**config.mk**
```make
export PLATFORM = sky130hd
export DESIGN_NAME = mem_arbiter
export DESIGN_NICKNAME = d
export VERILOG_FILES = /design/src/rtl/mem_arbiter.sv
export SDC_FILE = /design/constraint.sdc
export NUM_CORES = 1
export LEC_CHECK = 0
export BUFFER_PORTS_ARGS = -buffer_cell sky130_fd_sc_hd__buf_2
export CAP_MARGIN = 15
export CORE_AREA = 2 2 131 133
export CTS_CLUSTER_DIAMETER = 200
export DETAILED_ROUTE_END_ITERATION = 8
export DIE_AREA = 0 0 133 135
export PLACE_DENSITY_LB_ADDON = 0.2
export SYNTH_ARGS = -nofsm -noshare
export SYNTH_HDL_FRONTEND = slang
export SYNTH_SLANG_ARGS = --single-unit
```
**constraint.sdc**
```tcl
create_clock -name clk -period 3.1 [get_ports clk]
set_input_delay 0 -clock clk [delete_from_list [all_inputs] [get_ports clk]]
set_output_delay 0 -clock clk [all_outputs]
set_load 0.02 [all_outputs]
```
**src/rtl/mem_arbiter.sv**
```systemverilog
// mem_arbiter: shares one single-port word memory between the instruction-fetch
// port and the load/store data port. One transaction is in flight at a time.
// A transaction is granted in IDLE and its response is returned during the one-cycle RESP state.
// Word addresses at or beyond MEM_WORDS are accepted, but they never reach memory.
// Their response carries an error flag instead.
// Optional feature macro: MEM_ARB_RR_EN
//    defined   -> round-robin arbitration between the two ports
//    undefined -> fixed priority, the data port always wins
module mem_arbiter #(
   parameter int MEM_WORDS = 1536,
   parameter int CNT_W     = 32
) (
   input  logic             clk,
   input  logic             reset,

   input  logic             if_valid,
   input  logic [31:0]      if_addr,
   output logic             if_ready,
   output logic             if_rsp_valid,
   output logic [31:0]      if_rsp_rdata,
   output logic             if_rsp_err,

   input  logic             d_valid,
   input  logic [31:0]      d_addr,
   input  logic [31:0]      d_wdata,
   input  logic [3:0]       d_wmask,
   output logic             d_ready,
   output logic             d_rsp_valid,
   output logic [31:0]      d_rsp_rdata,
   output logic             d_rsp_err,

   output logic [31:0]      mem_addr,
   output logic             mem_rstrb,
   output logic [31:0]      mem_wdata,
   output logic [3:0]       mem_wmask,
   input  logic [31:0]      mem_rdata,

   output logic [CNT_W-1:0] if_grant_cnt,
   output logic [CNT_W-1:0] d_grant_cnt
);

   localparam logic [0:0] ST_IDLE = 1'b0;
   localparam logic [0:0] ST_RESP = 1'b1;

   localparam logic PORT_IF = 1'b0;
   localparam logic PORT_D  = 1'b1;

   logic [0:0]  state;

   logic        grant_if;
   logic        grant_d;
   logic        grant_any;
   logic [31:0] win_addr;
   logic        win_write;
   logic        win_in_range;

   // Captured at the grant so the RESP cycle knows whom to answer and how.
   logic        rsp_port;
   logic        rsp_err;
   logic        rsp_read;
   logic        rsp_active;
   logic [31:0] rsp_data;

`ifdef MEM_ARB_RR_EN
   logic        last_grant;
`endif

   // A word index is addr[31:2]; anything at or past MEM_WORDS has no backing storage.
   function automatic logic addr_in_range(input logic [31:0] addr);
      return {2'b00, addr[31:2]} < 32'(MEM_WORDS);
   endfunction

   // Pick the winner for this cycle; grants only happen in IDLE and never while reset is high.
   always_comb begin
      grant_if = 1'b0;
      grant_d  = 1'b0;
      if (!reset && state == ST_IDLE) begin
`ifdef MEM_ARB_RR_EN
         if (if_valid && d_valid) begin
            if (last_grant == PORT_IF) begin
               grant_d = 1'b1;
            end else begin
               grant_if = 1'b1;
            end
         end else begin
            grant_if = if_valid;
            grant_d  = d_valid;
         end
`else
         grant_d  = d_valid;
         grant_if = if_valid && !d_valid;
`endif
      end
   end

   assign grant_any = grant_if || grant_d;
   assign if_ready  = grant_if;
   assign d_ready   = grant_d;

   // Steer the winner onto the memory port; out-of-range requests keep both strobes low.
   always_comb begin
      win_addr     = 32'h0;
      win_write    = 1'b0;
      win_in_range = 1'b0;
      mem_addr     = 32'h0;
      mem_rstrb    = 1'b0;
      mem_wmask    = 4'b0000;
      mem_wdata    = 32'h0;
      if (grant_any) begin
         win_addr     = grant_d ? d_addr : if_addr;
         win_write    = grant_d && (d_wmask != 4'b0000);
         win_in_range = addr_in_range(win_addr);
         mem_addr     = win_addr;
         if (win_write) begin
            mem_wdata = d_wdata;
         end
         if (win_in_range) begin
            if (win_write) begin
               mem_wmask = d_wmask;
            end else begin
               mem_rstrb = 1'b1;
            end
         end
      end
   end

   // Two-state sequencer: a grant always buys exactly one RESP cycle, then back to IDLE.
   always_ff @(posedge clk or posedge reset) begin
      if (reset) begin
         state <= ST_IDLE;
      end else if (state == ST_RESP) begin
         state <= ST_IDLE;
      end else if (grant_any) begin
         state <= ST_RESP;
      end
   end

   // Remember who was granted and what kind of answer the RESP cycle owes them.
   always_ff @(posedge clk or posedge reset) begin
      if (reset) begin
         rsp_port <= PORT_IF;
         rsp_err  <= 1'b0;
         rsp_read <= 1'b0;
      end else if (grant_any) begin
         rsp_port <= grant_d ? PORT_D : PORT_IF;
         rsp_err  <= !win_in_range;
         rsp_read <= !win_write;
      end
   end

`ifdef MEM_ARB_RR_EN
   // Track the last winner so contention alternates between the ports.
   always_ff @(posedge clk or posedge reset) begin
      if (reset) begin
         last_grant <= PORT_IF;
      end else if (grant_d) begin
         last_grant <= PORT_D;
      end else if (grant_if) begin
         last_grant <= PORT_IF;
      end
   end
`endif

   // Per-port accepted-request counters, including error requests, wrapping naturally.
   always_ff @(posedge clk or posedge reset) begin
      if (reset) begin
         if_grant_cnt <= '0;
         d_grant_cnt  <= '0;
      end else begin
         if (grant_if) begin
            if_grant_cnt <= if_grant_cnt + CNT_W'(1);
         end
         if (grant_d) begin
            d_grant_cnt <= d_grant_cnt + CNT_W'(1);
         end
      end
   end

   // Memory read data is valid during RESP; writes and errors answer with zero.
   always_comb begin
      rsp_active   = (state == ST_RESP) && !reset;
      rsp_data     = (rsp_read && !rsp_err) ? mem_rdata : 32'h0;
      if_rsp_valid = 1'b0;
      d_rsp_valid  = 1'b0;
      if_rsp_rdata = 32'h0;
      d_rsp_rdata  = 32'h0;
      if_rsp_err   = 1'b0;
      d_rsp_err    = 1'b0;
      if (rsp_active) begin
         if (rsp_port == PORT_D) begin
            d_rsp_valid = 1'b1;
            d_rsp_rdata = rsp_data;
            d_rsp_err   = rsp_err;
         end else begin
            if_rsp_valid = 1'b1;
            if_rsp_rdata = rsp_data;
            if_rsp_err   = rsp_err;
         end
      end
   end

endmodule

```
* Word level (Yosys, flattened, before mapping) *
Cells that the tools add are included.
W data, S select, Z words.

word-level totals
  register bits after elaboration = 68
  logic and storage cells = 52

cells by class
  reductions and logical operators = 12
  $lt $le $gt $ge = 1
  muxes and demuxes = 30
  add/subtract/negate cells = 2
  bitwise logic cells = 1

operator list
  operator                 number
  $mux W32                 9
  $add A32 B1 Y32 const B  2
  $lt A30 B11 Y1 const B   1
  $mux W1                  18
  $mux W4                  3
  $logic_and A1 B1 Y1      5
  $logic_not A1 Y1         5
  $reduce_bool A4 Y1       1
  $logic_or A1 B1 Y1       1
  $not A1 Y1               1

* Depth between registers and ports, before layout *
Gate-level depths: netlist of run 1.

  word-level depth = 7
  gate-level depth with buffers = 8

* Worst setup path after synthesis of run 1 *
No wires, ideal clock.

  kind = input -> output
  from = input port reset
  to = output port d_rsp_rdata[23]
  arrival = 2.643 ns
  stages = 5
  data required time = 3.100 ns
  slack = 0.457 ns
  cell sequence = inv_1 -> and3_2 -> clkbuf_1 -> clkbuf_1 -> and3_1

on the way
  longest elaborated chain between the ends = 3

RTL lines
  what                 RTL line  RTL
  start, declared      14        input logic reset,
  $logic_not A1 Y1     181       rsp_active = (state == ST_RESP) && !reset;
  $logic_and A1 B1 Y1  181
  $mux W32             189       if (rsp_active) begin
  end, declared        29        output logic [31:0] d_rsp_rdata,

Every way passes these cells.

* Worst setup path after layout of run 1 *
  from = register state
  to = output port mem_wmask[0]

on the way
  longest elaborated chain between the ends = 7
  elaborated cells on any way between the ends = 11

RTL lines
  what                                             RTL line  RTL
  start, declared                                  48        logic [0:0] state;
  start signal, assigned                           130       state <= ST_IDLE;
  start signal, assigned                           132       state <= ST_IDLE;
  start signal, assigned                           134       state <= ST_RESP;
  $not A1 Y1 (*)                                   77        if (!reset && state == ST_IDLE) begin
  $logic_and A1 B1 Y1 (*)                          77
  $mux W1                                          77
  $mux W32 or $logic_and A1 B1 Y1 (tied branches)  110, 111
  $lt A30 B11 Y1 or $mux W4 (tied branches)        70, 118
  $mux W4                                          117       if (win_in_range) begin
  $mux W4 (*)                                      109       if (grant_any) begin
  end, declared                                    35        output logic [3:0] mem_wmask,

Mark *: on every way between the ends. The rest lies on a longest branch, timed or not.

==> results of run 1 <==
[layout make-up]
type                       count  area (sq um)  share of cell area, %
multi-input combinational    401          2450                   37.6
sequential                    68          1700                   26.1
tap                          220           275                   4.22
timing repair buffer         345          1750                   26.8
clock inverter                 4          73.8                   1.13
clock buffer                  11           243                   3.72
inverter                       7          26.3                  0.403
[sequential cells by signal, indices dropped and copies added (netlist names)]
name and cells:
d_grant_cnt 32, if_grant_cnt 32, rsp_err 1, rsp_port 1
rsp_read 1, state 1
[cells in the final DEF, fill, tap and decap left out, types with 2 or more instances in the layout]
cell type,count
nand4_1,19
and4_2,3
dfrtp_1,68
a21oi_1,35
and3_1,68
nor4_1,7
inv_2,2
nor3_1,5
buf_4,6
nand2_1,98
and4_1,6
ha_1,2
clkbuf_16,9
xnor2_1,46
xor2_1,16
or4_1,4
buf_2,338
and2_1,41
nor2_1,16
and3_2,2
bufinv_16,2
inv_1,5
a2111oi_0,3
nand4_4,2
nand3_1,17
[worst min-delay path: cells and delay by family]
kind	cells	cell delay [ns]
buffers and inverters	3	0.87
[per-stage QoR]
| stage | hold WS (ns) | instances | utilization (%) | instance area (sq um) |
|---|---|---|---|---|
| 2_1_floorplan | 0.0586 | 503 | - | 4280 |
| 3_5_place_dp | 0.317 | 1040 | 37.8 | 6190 |
| 5_1_grt | 0.104 | 1056 | 39.7 | 6520 |
| 6_report | 0.00271 | 1056 | 39.7 | 6520 |
| 3_3_place_gp | 0.313 | 1040 | 37.8 | 6190 |
| 4_1_cts | 0.0509 | 1056 | 39.7 | 6520 |
[cells by family (layout without fill, tap and decap cells)]
group	count (synthesis)	count (layout)	share of synthesized area [%]
simple gates	296	296	38.6
flops	68	68	39.8
xor+xnor	62	62	12.7
compound gates	40	40	4.98
buf+inv	34	367	3.04
fa+ha+maj	2	2	0.585
mux	1	1	0.263
[worst min-delay path by stage]
stage	startpoint	endpoint
finish	reset	rsp_err
global route	reset	rsp_err
CTS	reset	rsp_err
detailed placement	if_valid	rsp_port
global placement	if_valid	rsp_port
floorplan	d_valid	if_ready
[power by group through the flow]
stage	Combinational (uW)	Sequential, uW	Clock (uW)
final	583	1040	1090
after global routing	643	1060	1170
after detailed placement	588	1060	0
after CTS	592	1040	1130
after floorplan	242	1120	0
after global placement	593	1050	0
[routing by layer]
metal / wire (um) / vias up / track usage (%)
li1: - / 2394 / -
met1: 8250 / 2216 / 27.1
met2: 7750 / 186 / 28.8
met3: 1170 / 15 / 4.39
met4: 159 / 2 / 4.00
met5: 13 / - / 0
==> results.md, run 1 <==
- The hold buffer count at cts is 1.
- The final critical path takes up 90.8% of the cycle.
- The post-CTS setup buffer count is 0.
- The transition time at the pin with the least slew margin is 0.864 ns.
- The number of nets handed over by synthesis was 641.
- The H-tree depth is 3.
- The family with the most delay on the worst path is simple AND/OR/NAND/NOR gates.
- Data arrives at the worst endpoint at 2.81 ns.
- Once the floorplan was initialized, standard cells occupied 26.1% of the core.
- The switching part of the total power is 30.4%.
- The cell depth of the worst flop-to-flop path is 7.
- The first detailed-routing pass ran for 4 iterations.
- The worst min-delay path category is input pin to async pin.
- At the end of routability-driven placement, the weighted congestion stood at 0.830.
- The synthesized design spends more area on one cell type than any other, namely dfrtp_1.
- The worst-path maximum fanout is 37.
- STA classifies the critical path startpoint as a register.
- The analysis attributes to cell leakage a power of 0.00393 uW.
- TritonCTS built the clock tree.
- Input and output buffers added on the ports amount to 338.
- The end of the worst register-to-register path is d_grant_cnt[31].
- Adding up every negative setup slack in the final design gives 0 ns.
- The number of nets with antenna violations after detailed routing is 0.
- The final routed DRC violation total is 0.
- The final count of pins violating max slew is 0.
- Dividing the detail-routed wire length by the instance count gives 16.4 um.
- The combinational share of power is 21.5%.
- The number of nets in the layout is 970.
- The repair_antennas step left the layout with diodes totalling 0.
- Static timing analysis puts the maximum clock frequency at 0.355 GHz.
- The initial antenna violation count is 1.
- The number of flops mapped to enable cells by yosys is 0.
- The critical path start-end classification is register to primary output.
- The leading cell type by number of instances after synthesis is nand2_1.
- The routed via count is 4813.
- The detailed router finished its first iteration with 275 violations.
- The clock transition time at the flip-flop clock pins of the worst setup and hold paths is 0.05 ns.
- The count of instances resized after the clock tree is built is 0.
- The maximum number of pins on one net before global-route repair is 69.
- Row generation in the floorplan step produced 47 rows.
- The clock skew after layout is 0.00709 ns.
- The wire length of the first global-routing pass is 26300 um.
- Setup violations remaining at the end of the flow were counted as 0.
- The kind of end point of the critical path is a primary output.
- The die covers 18000 sq um.
- The cell type of the slowest stage on the worst timing path is dfrtp_1.
- In this run the worst setup path terminates at mem_wmask[0].
- The startpoint of the worst setup timing path is state.
- The flow ran to the end, and the final reports show no timing, DRC or antenna violations.
- The flop and latch count out of synthesis is 68.
- The critical path contains buffers and inverters numbering 3 combined.
- Registers are responsible for 38.3% of the overall power.
- The largest stage delay on the critical path is 0.44 ns.
- The switching power total is 825 uW.
- The startpoint identified for the worst register-to-register timing path is state.
- The critical path goes through nor2_4 -> nand2_4 -> inv_2 -> buf_4 -> nand4_1 -> nor2_1 -> and2_1 -> buf_2.
- The main flop type after synthesis is dfrtp_1.
- Of the cells placed in the final design, the portion with a size suffix greater than 1 is 45.1%.
- The routed design has 17300 um of wire.
- Setup repair after global routing left no endpoint under its margin.
- The number of global-route vias before repair was 4467.
- Dividing the detail-routed via count by the number of cells gives 4.56.
- The placed wire-length estimate is 14200 um.
- The synthesized design devotes to its leading area cell type 39.8% of total area.
- The overall die height is 135 um.
- For this run, the total global-route usage over all layers was measured as 18.8%.
- The clock passes through at most 2 buffers.
- The total clock buffers created by CTS is 9.
- The worst setup slack after layout is 0.287 ns.
- Sequential elements use 39.8% of the synthesized area.
- Data on the critical path is required at its endpoint by 3.10 ns.
- The design draws 2720 uW.
- Clock tree synthesis selected as its root buffer the cell clkbuf_16.
- Timing analysis after detailed placement gives a worst setup slack of 0.686 ns.
- Fill cells in the final layout number 1750.
- The area growth from synthesis to layout is 52.5%.
- In this run the tightest slew margin relative to its limit is 41.8%.
- The number of clock sinks is 68.
- The share of flip-flops with an asynchronous set or reset after synthesis is 100%.
- For flop-to-flop paths, the worst setup slack is 0.78 ns.
- Ranked by instance count, the synthesized netlist is headed by 98 x nand2_1, 68 x and3_1, 68 x dfrtp_1.
- The maximum vdd drop is 240 uV.
- The clock reaches the later pin of the worst-skew pair after 0.33 ns.
- The clock group share of total power is 40.2%.
- The post-synthesis cell type count is 34.
- The total grt overflow is 0.
- Subtracting the final worst setup slack from the clock period gives 2.81 ns.
- The number of violations of the max-capacitance limit is 0.
- For this run, the number of Yosys warnings is 0.
- The number of gates on the worst path with buffers counted is 8.
- The number of top-level pins is 339.
- The mean area per synthesized cell is 8.50 sq um.
- The floorplan step set the die width to 133 um.
- Ranked by total cell area, the synthesized netlist is headed by dfrtp_1 40%, and3_1 10%, xnor2_1 9.4%.
- Power spread over the standard cell area amounts to 417 nW/um^2.
- Cell internal power was estimated by the tool at 1890 uW.
- The number of failing hold endpoints at the final stage was 0.
- Summing every instance area after synthesis gives 4280 sq um.
- The area of the placeable core is 16400 sq um.
- After technology mapping, the gate count stands at 503.
(Power assumes the default switching activity.)
==> run 2, diff against run 1 <==
- HOLD_SLACK_MARGIN: unset -> 0.15
==> results.md, run 2 (synthesis gave the netlist of run 1 again) <==
- The critical path start-end classification is register to primary output.
- The maximum vdd drop came to 241 uV (+0.45%).
- The cell type of the slowest stage on the worst timing path is dfrtp_1.
- The combinational share of power is 21.6% (about the same).
- The arrival time of the worst setup path is 2.74 ns (-0.07 ns).
- In the layout the commonest cells are 338 x buf_2, 98 x nand2_1, 68 x and3_1, 68 x dfrtp_1, 46 x xnor2_1.
- The switching part of the total power came to 30.5% (+0.11 points).
- The number of fillers in the final layout is 1746 (-0.23%).
- The register-to-register path setup slack is 0.78 ns (about the same).
- The number of antenna repair diodes is 0 (unchanged).
- The total wirelength of the detailed-routed design is 17400 um (+0.65%).
- The placer's final routability congestion estimate came to 0.830 (unchanged).
- Routed signal wires occupy layers up through met4.
- The core utilization of the finished layout came to 39.9% (+0.18 points).
- The wire length of the first global-routing pass was 26400 um (+0.39%).
- The chip width is 133 um (unchanged).
- The clock skew after layout is 0.00661 ns (-0.000476 ns).
- The post-route setup TNS is 0 ns (unchanged).
- The total number of placement rows is 47 (unchanged).
- The flow ran to the end, and the final reports show no timing, DRC or antenna violations.
- The fraction of final layout cells sized beyond drive strength 1 was 44.9% (-0.16 points).
- The number of failing hold endpoints at the final stage is 0 (unchanged).
- The area of the die is 18000 sq um (unchanged).
- The length of routed met3 wiring was 1260 um (+8.2%).
- The number of setup violations in the final report was 0 (unchanged).
- The initial standard-cell utilization of the core came to 26.1% (unchanged).
- The count of buffering cells on the critical path with inverters included is 3 (unchanged).
- The remaining max-slew budget at the tightest pin is 41.2% (-0.64 points).
- The worst hold path terminates at rsp_err.
- The minimum clock period after layout is 2.74 ns (-0.0697 ns).
- In this run the most critical hold path is launched from if_addr[17].
- The overall die height came to 135 um (unchanged).
- The standard cell area after detailed placement is 6190 sq um (unchanged).
- The number of nets in the layout came to 973 (+0.31%).
- The number of vias per cell is 4.56 (+0.11%).
- The number of top-level pins came to 339 (unchanged).
- The sequential power share was 38.2% (about the same).
- The highest attainable clock frequency is 0.364 GHz (+2.5%).
- The transition time at the pin with the least slew margin is 0.882 ns (+0.0175 ns).
- The cell depth of the worst flop-to-flop path is 7 (unchanged).
- The largest stage delay on the critical path is 0.44 ns (about the same).
- The buffer cell driving the clock tree root is clkbuf_16.
- The number of clock sinks is 68 (unchanged).
- The area of the placeable core is 16400 sq um (unchanged).
- The CTS tree is built.
- Traced cell by cell, the critical path runs through nor2_4 -> nand2_4 -> inv_2 -> buf_4 -> nand4_1 -> nor2_1 -> and2_1 -> buf_2.
- The number of global-route vias before repair is 4498 (+0.69%).
- The worst hold slack after final layout was 0.199 ns (+0.196 ns).
- The kind of start point of the critical path is a register.
- The switching power total is 831 uW (+0.65%).
- The maximum buffer depth of the clock tree is 2 (unchanged).
- The number of nets with antenna violations after detailed routing is 0 (unchanged).
- The post-CTS setup buffer count came to 0 (unchanged).
- The clock transition time at the flip-flop clock pins of the worst setup and hold paths is 0.05 ns (about the same).
- The required time of the critical path came to 3.10 ns (about the same).
- The library cell used most frequently in the layout, excluding fill and tap cells, is buf_2.
- In the final layout, the registers with the most flip-flops are d_grant_cnt (32), if_grant_cnt (32).
- The clock group share of total power is 40.2% (about the same).
- The worst-path maximum fanout came to 37 (unchanged).
- The global router's overall resource usage is 18.9% (+0.048 points).
- The area of the multi-input gates was 2450 sq um (unchanged).
- The H-tree depth is 3 (unchanged).
- The port buffer count is 338 (unchanged).
- The detailed-routing iteration count for the pre-antenna-repair pass is 4 (unchanged).
- The average wire length per cell after detail routing was 16.5 um (+0.36%).
- Setup repair after global routing left no endpoint under its margin.
- The internal power of the cells came to 1900 uW (+0.14%).
- The total clock buffers created by CTS is 9 (unchanged).
- The worst-skew pair later-pin latency is 0.33 ns (about the same).
- The initial antenna violation count is 0 (-1).
- The maximum number of pins on one net before global-route repair was 69 (unchanged).
- The routed via count is 4832 (+0.39%).
- The tightest min-delay check is of the input pin to register type.
- The final routed DRC violation total is 0 (unchanged).
- The placed wire-length estimate is 14200 um (unchanged).
- The met1 wire length is 8330 um (+1.0%).
- The area of all placed cells without fillers is 6550 sq um (+0.46%).
- The family with the most delay on the worst path is simple AND/OR/NAND/NOR gates.
- The number of violations of the max-capacitance limit came to 0 (unchanged).
- Relative to the synthesized area, the layout overhead comes to 53.2%.
- The static leakage is 0.00394 uW (+0.27%).
- STA classifies the critical path endpoint as a primary output.
- The startpoint identified for the worst register-to-register timing path is state.
- The amount of wire on met2 after detailed routing was 7670 um (-1.1%).
- The worst register-to-register path ends at d_grant_cnt[31].
- The footprint of the flip-flops and latches is 1700 sq um (unchanged).
- The violation count after the first detailed-routing iteration came to 311 (+13%).
- The worst hold path was traced through 5 stages.
- The fraction of the cycle the final worst path needs was 88.5% (-2.2 points).
- The total grt overflow is 0 (unchanged).
- The final count of pins violating max slew is 0 (unchanged).
- The power density over the cells is 416 nW/um^2 (-0.17%).
-- run 2: layout make-up --
class                   count  share of cell area, %
repair buffers            348                   27.1
well taps                 220                   4.20
inverters                   7                  0.401
clock buffers              11                   3.71
multi-input cells         401                   37.5
clock inverters             4                   1.13
flip-flops and latches     68                   26.0
-- run 2: worst max-delay path by stage --
stage,to,startpoint,cells after the start,slack [ns]
after floorplan,d_rsp_rdata[23],reset,5,0.46
after global placement,mem_wmask[1],state,8,0.73
after CTS,mem_wmask[0],state,8,0.33
after detailed placement,mem_wmask[0],state,8,0.69
after global routing,mem_wmask[0],state,8,0.11
final,mem_wmask[0],state,8,0.36
-- run 2: routing by layer --
metal,vias to the layer above,track usage [%]
met4,0,4.00
li1,2394,-
met5,-,0
met3,17,4.54
met1,2219,27.0
met2,202,28.9
-- run 2: per-stage QoR --
stage          total power [uW]  worst slack [ns]  cells
2_1_floorplan              1360             0.457    503
3_3_place_gp               1650             0.725   1040
3_5_place_dp               1650             0.686   1040
4_1_cts                    2770             0.330   1059
5_1_grt                    2880             0.111   1059
6_report                   2730             0.356   1059
-- run 2: timing repair --
action                    4_1_cts  5_1_grt
hold buffers                    4        0
hold endpoints to repair       71        0
gates resized for setup         0        0
-- run 2: power groups by stage --
stage	clock network, uW	registers [uW]	logic, uW
CTS	1130	1040	595
finish	1100	1040	588
global placement	0	1050	593
floorplan	0	1120	242
global route	1170	1060	648
detailed placement	0	1060	588
-- run 2: worst register-to-register path: stages, from the launching register on --
cell,delay [ns]
dfrtp_1,0.44
nor2_4,0.21
nand2_4,0.25
inv_2,0.21
nand4_1,0.18
or4_1,0.63
nor2_1,0.17
xor2_1,0.16
==> run 3, diff against run 2 <==
- CORE_AREA: 2 2 131 133 -> 2 2 130 132
- CTS_CLUSTER_DIAMETER: 200 -> 150
- DIE_AREA: 0 0 133 135 -> 0 0 132 134
==> results.md, run 3 (synthesis gave the netlist of run 1 again) <==
- The static leakage is 0.00393 uW (-0.15%).
- The remaining max-slew budget at the tightest pin came to 40.4% (-0.80 points).
- The power density over the cells came to 403 nW/um^2 (-3.2%).
- The wire length of the first global-routing pass is 26000 um (-1.3%).
- The average wire length per cell after detail routing is 16.6 um (+0.65%).
- The area of the placeable core is 16300 sq um (-0.72%).
- Setup repair after global routing left no endpoint under its margin.
- The cell type of the slowest stage on the worst timing path is dfrtp_1.
- The largest registers in the layout are d_grant_cnt (32), if_grant_cnt (32).
- The number of violations of the max-capacitance limit was 0 (unchanged).
- The number of failing hold endpoints at the final stage was 0 (unchanged).
- The fraction of final layout cells sized beyond drive strength 1 came to 44.8% (-0.11 points).
- The global router's overall resource usage is 19.0% (+0.15 points).
- The CTS tree is built.
- The hold buffer count at cts came to 4 (unchanged).
- The port buffer count came to 338 (unchanged).
- The chip width is 132 um (-0.75%).
- The min-delay analysis places its worst path in the category input pin to register.
- The number of nets in the layout is 975 (+0.21%).
- The count of instances resized after the clock tree is built is 0 (unchanged).
- In the layout the commonest cells are 338 x buf_2, 98 x nand2_1, 68 x and3_1, 68 x dfrtp_1, 46 x xnor2_1.
- The total grt overflow is 0 (unchanged).
- The number of clock sinks is 68 (unchanged).
- The minimum clock period after layout is 2.48 ns (-0.264 ns).
- The family with the most delay on the worst path is simple AND/OR/NAND/NOR gates.
- Leaving out fill and tap cells, the most frequent cell in the layout is buf_2.
- The fraction of the cycle the final worst path needs is 80.0% (-8.5 points).
- The routed via count was 4866 (+0.70%).
- The detailed-routing iteration count for the pre-antenna-repair pass was 4 (unchanged).
- The number of global-route vias before repair came to 4395 (-2.3%).
- The standard cell area after detailed placement was 6210 sq um (+0.24%).
- The initial antenna violation count is 2 (+2).
- The total wirelength of the detailed-routed design is 17600 um (+0.93%).
- The number of setup violations in the final report is 0 (unchanged).
- The flow ran to the end, and the final reports show no timing, DRC or antenna violations.
- The number of nets with antenna violations after detailed routing came to 0 (unchanged).
- The overall die height was 134 um (-0.74%).
- STA classifies the critical path startpoint as a register.
- The worst-path maximum fanout is 36 (-2.7%).
- The maximum number of pins on one net before global-route repair is 69 (unchanged).
- The highest attainable clock frequency is 0.403 GHz (+11%).
- The transition time at the pin with the least slew margin is 0.894 ns (+0.0120 ns).
- The total number of placement rows is 47 (unchanged).
- The post-CTS setup buffer count is 0 (unchanged).
- The final count of pins violating max slew is 0 (unchanged).
- Traced cell by cell, the critical path runs through nor2_4 -> nand2_4 -> inv_2 -> buf_4 -> nand4_1 -> nor2_1 -> and2_1 -> buf_2.
- The pre-CTS setup slack is 0.869 ns (+0.183 ns).
- From synthesis to final layout, the design area changed by 52.9%.
- The worst setup slack after layout is 0.620 ns (+0.264 ns).
- The required time of the critical path is 3.10 ns (about the same).
- The critical path start-end classification is register to primary output.
- The final routed DRC violation total was 0 (unchanged).
- The arrival time of the worst setup path is 2.48 ns (-0.26 ns).
- The number of top-level pins was 339 (unchanged).
- The area of all placed cells without fillers is 6540 sq um (-0.21%).
- The post-route setup TNS came to 0 ns (unchanged).
- The count of placed standard cells including taps is 1042 (+0.19%).
- The count of buffering cells on the critical path with inverters included is 3 (unchanged).
- The initial standard-cell utilization of the core is 26.2% (+0.19 points).
- The buffer cell driving the clock tree root is clkbuf_16.
- The clock transition time at the flip-flop clock pins of the worst setup and hold paths is 0.05 ns (about the same).
- The worst setup path is captured at a primary output.
- The number of vias per cell came to 4.58 (+0.42%).
- The maximum vdd drop came to 219 uV (-9.1%).
- The sum of internal, switching and leakage power is 2630 uW (-3.4%).
- The worst-skew pair later-pin latency was 0.33 ns (about the same).
- The count of placed standard cells in the final layout, fillers left out is 1062 (+0.28%).
- The largest stage delay on the critical path is 0.44 ns (about the same).
- The clock skew after layout is 0.00446 ns (-0.00216 ns).
- The placed wire-length estimate is 14300 um (+0.93%).
- The area of the die is 17700 sq um (-1.5%).
- The placer's final routability congestion estimate is 0.826 (-0.53%).
- The violation count after the first detailed-routing iteration is 330 (+6.1%).
- The maximum buffer depth of the clock tree was 2 (unchanged).
- The H-tree depth was 3 (unchanged).
- The total clock buffers created by CTS is 9 (unchanged).
-- run 3: cell count changes in the layout (fill, tap and decap cells not counted), sizes merged --
cell,delta
buf,+2
clkbuf,+2
bufinv,-1
clkinv,-1
diode,+1
-- run 3: final cells by class --
cell class / instances / area (sq um)
fillers: 1774 / 9750
multi-input cells: 401 / 2450
repair buffers: 350 / 1790
flip-flops and latches: 68 / 1700
well taps: 220 / 275
clock buffers: 13 / 250
clock inverters: 2 / 35.0
inverters: 7 / 26.3
diodes: 1 / 2.50
-- run 3: worst paths after layout --
path | from | endpoint | slack, ns | cells after the start
min | if_addr[30] | rsp_err | 0.17 | 5
max in group asynchronous | reset | d_grant_cnt[7] | 1.89 | 4
max | state | mem_wmask[3] | 0.62 | 8
min reg2reg | if_grant_cnt[31] | if_grant_cnt[31] | 0.46 | 1
min in group asynchronous | reset | rsp_port | 0.59 | 4
max reg2reg | state | if_grant_cnt[24] | 0.97 | 5
-- run 3: layer usage --
metal  wire length (um)  up-vias  track usage [%]
li1                   -     2399                -
met1               8060     2253             27.5
met2               7830      199             28.2
met3               1560       13             5.90
met4                146        2             3.32
met5                 16        -                0
-- run 3: worst register-to-register path: cells and delay by family (launching register included) --
| family | cells | cell delay (ns) |
|---|---|---|
| xor gates and xnor gates | 1 | 0.15 |
| DFF | 1 | 0.44 |
| and+or+nand+nor | 4 | 1.43 |
-- run 3: report_power, final --
group | internal, uW | total (uW) | switching, uW
registers | 952 | 1040 | 91.2
clock network | 639 | 997 | 357
logic | 222 | 594 | 372
-- run 3: stage by stage --
step,hold slack [ns],utilization [%]
finish,0.167,40.1
global route,0.240,40.1
global placement,0.317,38.1
CTS,0.177,40.1
floorplan,0.0586,-
detailed placement,0.319,38.1
